File: src/rtl/maxpool_stage_pkg.sv
`default_nettype none
// ============================================================================
// Module   : maxpool_stage_pkg
// Purpose  : Shared defaults and helpers for the max-pool stage and its
//            line buffer.
// Contents : c_DEF_* default parameter values, idx_width() index sizing.
// Revision : 1.0 - initial release
// ============================================================================
package maxpool_stage_pkg;

  localparam int c_DEF_DATA_WIDTH = 16;
  localparam int c_DEF_IN_SIZE    = 8;
  localparam int c_DEF_MAXPOOL    = 1;

  // Width of an index able to address n entries; never narrower than 1 bit
  // so that degenerate sizes (n = 1) still yield a legal vector.
  function automatic int idx_width(input int n);
    return (n > 1) ? $clog2(n) : 1;
  endfunction

endpackage
`default_nettype wire

File: src/rtl/maxpool_line_buf.sv
`default_nettype none
// ============================================================================
// Module   : maxpool_line_buf
// Purpose  : Row buffer holding one horizontal pair-maximum per output column
//            between the even and odd input rows of a pooling window.
// Ports    : i_clk    - clock
//            i_we     - write enable (even rows)
//            i_waddr  - write index
//            i_wdata  - value to store
//            i_raddr  - read index
//            o_rdata  - combinational read data (odd rows)
// Revision : 1.0 - initial release
// ============================================================================
module maxpool_line_buf #(
  parameter int DATA_WIDTH = 16,
  parameter int DEPTH      = 4,
  parameter int ADDR_WIDTH = 2
) (
  input  logic                  i_clk,
  input  logic                  i_we,
  input  logic [ADDR_WIDTH-1:0] i_waddr,
  input  logic [DATA_WIDTH-1:0] i_wdata,
  input  logic [ADDR_WIDTH-1:0] i_raddr,
  output logic [DATA_WIDTH-1:0] o_rdata
);

  // No reset: every entry is written on an even row before the odd row
  // that reads it, so its power-up contents are never observed.
  logic [DATA_WIDTH-1:0] r_mem [DEPTH];

  always_ff @(posedge i_clk) begin
    if (i_we) begin
      r_mem[i_waddr] <= i_wdata;
    end
  end

  assign o_rdata = r_mem[i_raddr];

endmodule
`default_nettype wire

File: src/rtl/maxpool_stage.sv
`default_nettype none
// ============================================================================
// Module   : maxpool_stage
// Purpose  : 2x2 stride-2 signed max-pool over a raster stream of
//            IN_SIZE x IN_SIZE samples, or a one-cycle registered bypass.
// Ports    : i_clk   - clock, rising edge
//            i_rst   - synchronous active-low reset
//            i_go    - frame start, clears the position counters
//            i_valid - i_data qualifier (no backpressure)
//            i_data  - signed input sample
//            o_valid - single-cycle strobe per output sample
//            o_data  - signed pooled (or bypassed) sample
//            o_done  - one-cycle pulse after the last frame sample
// Revision : 1.0 - initial release
// ============================================================================
module maxpool_stage
  import maxpool_stage_pkg::*;
#(
  parameter int DATA_WIDTH = c_DEF_DATA_WIDTH,
  parameter int IN_SIZE    = c_DEF_IN_SIZE,
  parameter int MAXPOOL    = c_DEF_MAXPOOL
) (
  input  logic                  i_clk,
  input  logic                  i_rst,
  input  logic                  i_go,
  input  logic                  i_valid,
  input  logic [DATA_WIDTH-1:0] i_data,
  output logic                  o_valid,
  output logic [DATA_WIDTH-1:0] o_data,
  output logic                  o_done
);

  localparam int POOL_SIZE = IN_SIZE / 2;
  localparam int CW        = idx_width(IN_SIZE);
  localparam int AW        = idx_width(POOL_SIZE);

  localparam logic [CW-1:0] c_LAST = CW'(IN_SIZE - 1);
  // Columns/rows at or beyond this index belong to no complete window
  // (only reachable for odd IN_SIZE).
  localparam logic [CW:0]   c_SPAN = (CW + 1)'(2 * POOL_SIZE);

  function automatic logic signed [DATA_WIDTH-1:0] smax(
    input logic signed [DATA_WIDTH-1:0] a,
    input logic signed [DATA_WIDTH-1:0] b
  );
    return (a > b) ? a : b;
  endfunction

  // --------------------------------------------------------------------------
  // Position tracking
  // --------------------------------------------------------------------------
  logic [CW-1:0] r_col;
  logic [CW-1:0] r_row;
  logic          r_done;
  logic [CW-1:0] w_col;
  logic [CW-1:0] w_row;
  logic          w_col_last;
  logic          w_row_last;
  logic          w_acc;

  // i_go takes effect in its own cycle, so a sample arriving with it is
  // treated as position (0,0).
  assign w_col      = i_go ? '0 : r_col;
  assign w_row      = i_go ? '0 : r_row;
  assign w_col_last = (w_col == c_LAST);
  assign w_row_last = (w_row == c_LAST);
  assign w_acc      = i_valid & i_rst;

  always_ff @(posedge i_clk) begin
    if (!i_rst) begin
      r_col  <= '0;
      r_row  <= '0;
      r_done <= 1'b0;
    end else begin
      r_done <= i_valid & w_col_last & w_row_last;
      if (i_valid) begin
        if (w_col_last) begin
          r_col <= '0;
          r_row <= w_row_last ? '0 : w_row + 1'b1;
        end else begin
          r_col <= w_col + 1'b1;
          r_row <= w_row;
        end
      end else if (i_go) begin
        r_col <= '0;
        r_row <= '0;
      end
    end
  end

  assign o_done = r_done;

  // --------------------------------------------------------------------------
  // Datapath
  // --------------------------------------------------------------------------
  generate
    if (MAXPOOL != 0) begin : g_pool
      logic signed [DATA_WIDTH-1:0] r_hold;
      logic signed [DATA_WIDTH-1:0] w_x;
      logic signed [DATA_WIDTH-1:0] w_pm;
      logic signed [DATA_WIDTH-1:0] w_lb_rd;
      logic        [AW-1:0]         w_lb_addr;
      logic                         w_col_odd;
      logic                         w_row_odd;
      logic                         w_col_in;
      logic                         w_row_in;
      logic                         w_lb_we;
      logic                         w_fire;
      logic                         r_valid;
      logic        [DATA_WIDTH-1:0] r_data;

      assign w_x       = $signed(i_data);
      assign w_col_odd = w_col[0];
      assign w_row_odd = w_row[0];
      assign w_col_in  = ({1'b0, w_col} < c_SPAN);
      assign w_row_in  = ({1'b0, w_row} < c_SPAN);
      assign w_lb_addr = AW'(w_col >> 1);

      // Horizontal pair maximum, formed on the odd column of each pair.
      assign w_pm    = smax(r_hold, w_x);
      assign w_lb_we = w_acc & w_col_odd & ~w_row_odd;
      // An odd column is always inside the span, so only the row needs
      // the bound check.
      assign w_fire  = w_acc & w_col_odd & w_row_odd & w_row_in;

      always_ff @(posedge i_clk) begin
        if (w_acc && !w_col_odd && w_col_in) begin
          r_hold <= w_x;
        end
      end

      maxpool_line_buf #(
        .DATA_WIDTH (DATA_WIDTH),
        .DEPTH      (POOL_SIZE),
        .ADDR_WIDTH (AW)
      ) u_line_buf (
        .i_clk   (i_clk),
        .i_we    (w_lb_we),
        .i_waddr (w_lb_addr),
        .i_wdata (w_pm),
        .i_raddr (w_lb_addr),
        .o_rdata (w_lb_rd)
      );

      always_ff @(posedge i_clk) begin
        if (!i_rst) begin
          r_valid <= 1'b0;
          r_data  <= '0;
        end else begin
          r_valid <= w_fire;
          if (w_fire) begin
            r_data <= smax(w_lb_rd, w_pm);
          end
        end
      end

      assign o_valid = r_valid;
      assign o_data  = r_data;
    end else begin : g_bypass
      logic                  r_valid;
      logic [DATA_WIDTH-1:0] r_data;

      always_ff @(posedge i_clk) begin
        if (!i_rst) begin
          r_valid <= 1'b0;
          r_data  <= '0;
        end else begin
          r_valid <= i_valid;
          r_data  <= i_data;
        end
      end

      assign o_valid = r_valid;
      assign o_data  = r_data;
    end
  endgenerate

endmodule
`default_nettype wire

File: config.mk
export PLATFORM = sky130hd
export DESIGN_NAME = maxpool_stage
export DESIGN_NICKNAME = d
export VERILOG_FILES = /design/src/rtl/maxpool_stage_pkg.sv /design/src/rtl/maxpool_line_buf.sv /design/src/rtl/maxpool_stage.sv
export SDC_FILE = /design/constraint.sdc
export NUM_CORES = 1
export LEC_CHECK = 0
export ABC_AREA = 0
export CAP_MARGIN = 10
export CORE_ASPECT_RATIO = 0.75
export CORE_MARGIN = 2
export CORE_UTILIZATION = 53
export DETAILED_ROUTE_END_ITERATION = 8
export PLACE_DENSITY = 0.73
export SYNTH_ARGS = -nofsm -noshare
export SYNTH_HDL_FRONTEND = slang
export SYNTH_SLANG_ARGS = --single-unit
export TNS_END_PERCENT = 1
File: constraint.sdc
create_clock -name i_clk -period 6.17 [get_ports i_clk]
set_clock_uncertainty 0.1 [all_clocks]
set_input_delay 1.234 -clock i_clk [delete_from_list [all_inputs] [get_ports i_clk]]
set_output_delay 1.234 -clock i_clk [all_outputs]
set_load 0.01 [all_outputs]
-- Yosys cells after proc, flatten, opt, wreduce, memory -nomap -nowiden
Memory sizes are Yosys's and may differ from the RTL's.
Cells that the tools add are included.
- memory bits (writable): 64
- bits of input ports: 20
- flip-flop bits (word level): 40
- memories: 1
- word-level logic and storage cells: 33
- memories (name ; words ; width ; rd ports ; clocked after memory_dff ; write ports ; RTL line ; source):
    g_pool.u_line_buf.r_mem ; 4 ; 16 ; 1 ; 0 ; 1 ; maxpool_line_buf.sv:29 ; logic [DATA_WIDTH-1:0] r_mem [DEPTH];
- muxes and demuxes: 11
- bitwise logic cells: 7
- order comparisons: 2
- eq/ne operators: 2
- add/subtract/negate cells: 2
- reduce and logical (&&, ||, !) cells: 2
- operator list (kind ; number):
    $gt 16x16->1 ; 2
    $mux 16 ; 2
    $mux 3 ; 7
    $add 3x1->3 const B ; 2
    $and 1x1->1 ; 6
    $eq 3x3->1 const B ; 2
    $mux 1 ; 2
    $logic_and 1x1->1 ; 1
    $logic_not 1->1 ; 1
    $not 1->1 ; 1

-- Longest topological paths before layout
- depth after elaboration: 5
- gate-level depth with buffers: 20
- mapped depth without buffers: 17

-- Hierarchy
Synthesis repeated with hierarchy kept, for this count alone.
- cells, all modules: 408
- area, all modules: 5328.9 µm²
- modules (own cells, without submodules) (module ; seq. area each (µm²) ; times used ; cells an instance ; area each (µm²)):
    maxpool_stage ; 960.9 ; 1 ; 320 ; 2951.6
    maxpool_line_buf ; 1921.8 ; 1 ; 88 ; 2377.3

-- Worst setup path after synthesis
Ideal clock, no wire load.
- kind: input-to-reg
- start point: in i_data[14]
- end point: reg g_pool.r_data[12] (netlist: o_data[12])
- data required time: 5991 ps
- path slack: 922 ps
- data arrival time: 5070 ps
- cell stages on the path: 18
- path through: inv_1 ha_1 nand4_1 or4_4 a21oi_2 nor4_1 o22ai_4 buf_12 mux2i_2 ha_1 nand4_1 or2_0 or3_1 a31o_2 or3_1 buf_2 buf_6 o211ai_1
- cells in the longest elaborated chain, start to end: 4
- RTL lines (what ; RTL line ; source):
    start, declared ; maxpool_stage.sv:27 ; input logic [DATA_WIDTH-1:0] i_data,
    $gt 16x16->1 ; maxpool_stage.sv:46 ; return (a > b) ? a : b;
    $mux 16 (*) ; maxpool_stage.sv:46 ;
    $gt 16x16->1 ; maxpool_stage.sv:46 ;
    $mux 16 (*) ; maxpool_stage.sv:46 ;
    end signal, assigned ; maxpool_stage.sv:152 ; r_data <= smax(w_lb_rd, w_pm);
    end, declared ; maxpool_stage.sv:110 ; logic [DATA_WIDTH-1:0] r_data;
Every way passes the cells marked *; elsewhere a longest branch is shown, timed or not.
A chain may end at the register's enable or synchronous reset.

-- Worst setup path in the final report
- start point: in i_data[10]
- end point: reg g_pool.r_data[0] (netlist: o_data[0])
The elaborated chain is that of the path after synthesis.

==> metrics <==
synthesis-to-layout area growth 15.96%; delay-heaviest family, CP simple AND/OR/NAND/NOR gates; Synth area leaders edfxtp_1 (47%), dfxtp_1 (9.3%), ha_1 (8.7%), mux2i_1 (4.7%), inv_1 (3.0%); number of clock sinks between 100 and 150; Critical Path Sink Type register; length of routed wiring on met1 around 5000 microns; max_cap viols 0; Seq/Total Area, Yosys 0.5580; Placer Congestion approximately 0.86; die span in x ~120 microns; Final WS setup 0.3024 ns; #FFs+latches synth 104; DRC 0; Congestion Overflow GR 0; fin crit period a little under 6 ns; Final nets between 500 and 600; Slowest cell on crit path or3_2; asr flop ratio synth 0; Max Fclk approximately 170 MHz; WL met2 ~5300 microns; later-pin clock latency in the skew report about 0.34 ns; Slew @ Worst Pin roughly 1.0 ns; PortBufs 37; crit-path max cell delay roughly 0.65 ns; Post-CTS Setup Repair Bufs 0; first-pass GRT wire length roughly 18000 microns; Pleak between 2 and 2.5 nW; switch share 0.2356; Max Slew Vio Count 0; top cell type by total area after synthesis edfxtp_1; Antenna Cells 0; starting density of the core 0.5392; CTS Buffer Depth 2; DRT Wirelength roughly 11000 microns; Main synth FF type edfxtp_1; total track usage 0.2302; WL per Instance roughly 19 microns; most frequent cells in the layout edfxtp_1 (80), inv_1 (41), clkdlybuf4s50_1 (37), ha_1 (36), nor2_1 (26); Logic pwr share 0.114; Post-synth EDFFs 80; hold crit path type reg -> reg; Worst slew margin 0.3138; 1st-iter DRT viols between 200 and 250; unrepaired setup endpoints after global routing false; most common cell after layout, fill and taps aside edfxtp_1; Yosys top cell area share 0.4650; power per cell area between 200 and 250 nW/um^2; Hold Vio Cnt, Final 0; Final setup viols 0; Avg Inst Size Synth 12.30 sq um; pin count of the biggest net entering global routing 29; Total Negative Setup Slacks 0 ns; crit path max fanout 16; IO Pins 38; Total Power ~1.5 mW; CP Data Arrival Time a little over 6 ns; post-synthesis cell type count between 40 and 50; Crit path required time 6.33 ns; DR WL met3 approximately 620 microns; CTS tree built; startpoint types input pin; vias in the first global route around 3400; syn nets approximately 480; Final ANT Viol Nets 0; Synth Warn # 0; Sequential Power Share 0.533; vias post-DR ~3400; DP Worst Slack -0.08384 ns; 1st-pass router iterations 4; TritonCTS buffer count 9; antenna violations before repair 0; htree depth 3; CORE AREA roughly 9600 sq um; CTS root buffer clkbuf_16; clock slew at reported path FFs ~0.070 ns; Final period util 0.9510; DR top layer met4; full die area 10560 sq um; outcome finished, final reports clean; Die Y approximately 90 microns; vias per inst between 5 and 6; clock share of power 0.353; Final HPWL DP 7985 microns; critical path class in -> reg; Cell Area, Synth just over 5000 sq um; Max IR drop VDD ~0.00017 V; Critical path buffers and inverters 3; sw power 0.3420 mW; row count 31; Cells after Synth 420; layout cells sized above 1 0.1247; internal power about 1.1 mW; worst-path cell chain clkdlybuf4s50_1 > inv_1 > ha_1 > nand4_1 > or4_4 > a21oi_2 > nor4_1 > o22ai_4 > buf_12 > mux2i_1 > ha_1 > nand4_1 > or2_0 > or3_1 > a31o_2 > or3_2 > o221ai_1
[final timing paths]
path	from	to	slack, ns	cells past startpoint
hold reg to reg	o_data[15]	o_data[15]	0.41	2
setup reg to reg	g_pool.r_hold[11]	o_data[0]	1.35	15
hold / removal	o_data[15]	o_data[15]	0.41	2
setup / recovery	i_data[10]	o_data[0]	0.30	17
[synth_stat cells (2+ instances only)]
library cell	count
a21o_1	5
mux2i_2	9
o21a_1	3
inv_1	41
a21boi_0	2
o221ai_1	2
a221oi_1	7
o211ai_1	17
o22a_1	15
and2_1	3
o211ai_2	12
edfxtp_1	80
nand2_1	12
nor2_1	27
nand2b_1	4
mux2i_1	24
clkbuf_1	17
dfxtp_1	24
nand3_1	20
a21oi_1	18
nand4_1	9
ha_1	36
o21ai_0	3
nor2b_1	7
buf_1	2
or3_1	2
[routing by layer]
metal,GRT usage,vias to the layer above
met5,0,-
met4,0.07777,0
met3,0.05867,13
met2,0.3864,84
met1,0.2983,1628
li1,-,1655
[metrics by stage]
step	instances	hold slack [ns]	instance area, sq um	util
after global placement	582	0.4037	5727	0.5978
after detailed placement	582	0.4005	5727	0.5978
after CTS	597	0.4167	5989	0.6252
after floorplan	420	0.4186	5166	-
final	597	0.4140	5991	0.6253
after global routing	597	0.4431	5991	0.6253
[registers in the layout (all words and copies together), names as in the netlist]
register and cells:
g_pool.r_hold 16, r_col 3, o_done 1, r_row 3, o_valid 1, o_data 16, g_pool.u_line_buf.r_mem 64
[cells by family after synthesis]
group / Yosys count / synth area share
simple gates: 89 / 0.08477
xor+xnor: 2 / 0.003391
compound gates: 92 / 0.1448
fa+ha+maj: 36 / 0.08719
buf+inv: 64 / 0.05134
mux: 33 / 0.07048
flops: 104 / 0.5580
[timing repair]
item / 4_1_cts / 5_1_grt
endpoints found under the setup margin: 0 / 3
hold buffers: 0 / 0
resized for setup: 0 / 1
[final cells by class]
| type | instances | area (sq um) |
|---|---|---|
| fillers | 777 | 3590 |
| well taps | 132 | 165.2 |
| flip-flops and latches | 104 | 2883 |
| clock buffers | 10 | 229.0 |
| repair buffers | 52 | 495.5 |
| multi-input cells | 252 | 2027 |
| clock inverters | 5 | 33.78 |
| inverters | 42 | 157.7 |
[power groups by stage]
stage | Clock (mW) | Sequential (mW) | Combinational, mW
5_1_grt | 0.552 | 0.774 | 0.182
2_1_floorplan | 0 | 0.788 | 0.108
3_3_place_gp | 0 | 0.789 | 0.158
3_5_place_dp | 0 | 0.789 | 0.163
6_report | 0.513 | 0.774 | 0.165
4_1_cts | 0.526 | 0.774 | 0.164
[tightest hold or removal path, delay by kind of cell, from the launching register on]
family,cells,cell delay [ns]
AO/OA/AOI/OAI,1,0.06
flip-flops,1,0.35
AND/OR/NAND/NOR,1,0.07
No activity file was read; power rests on OpenSTA's default activity.
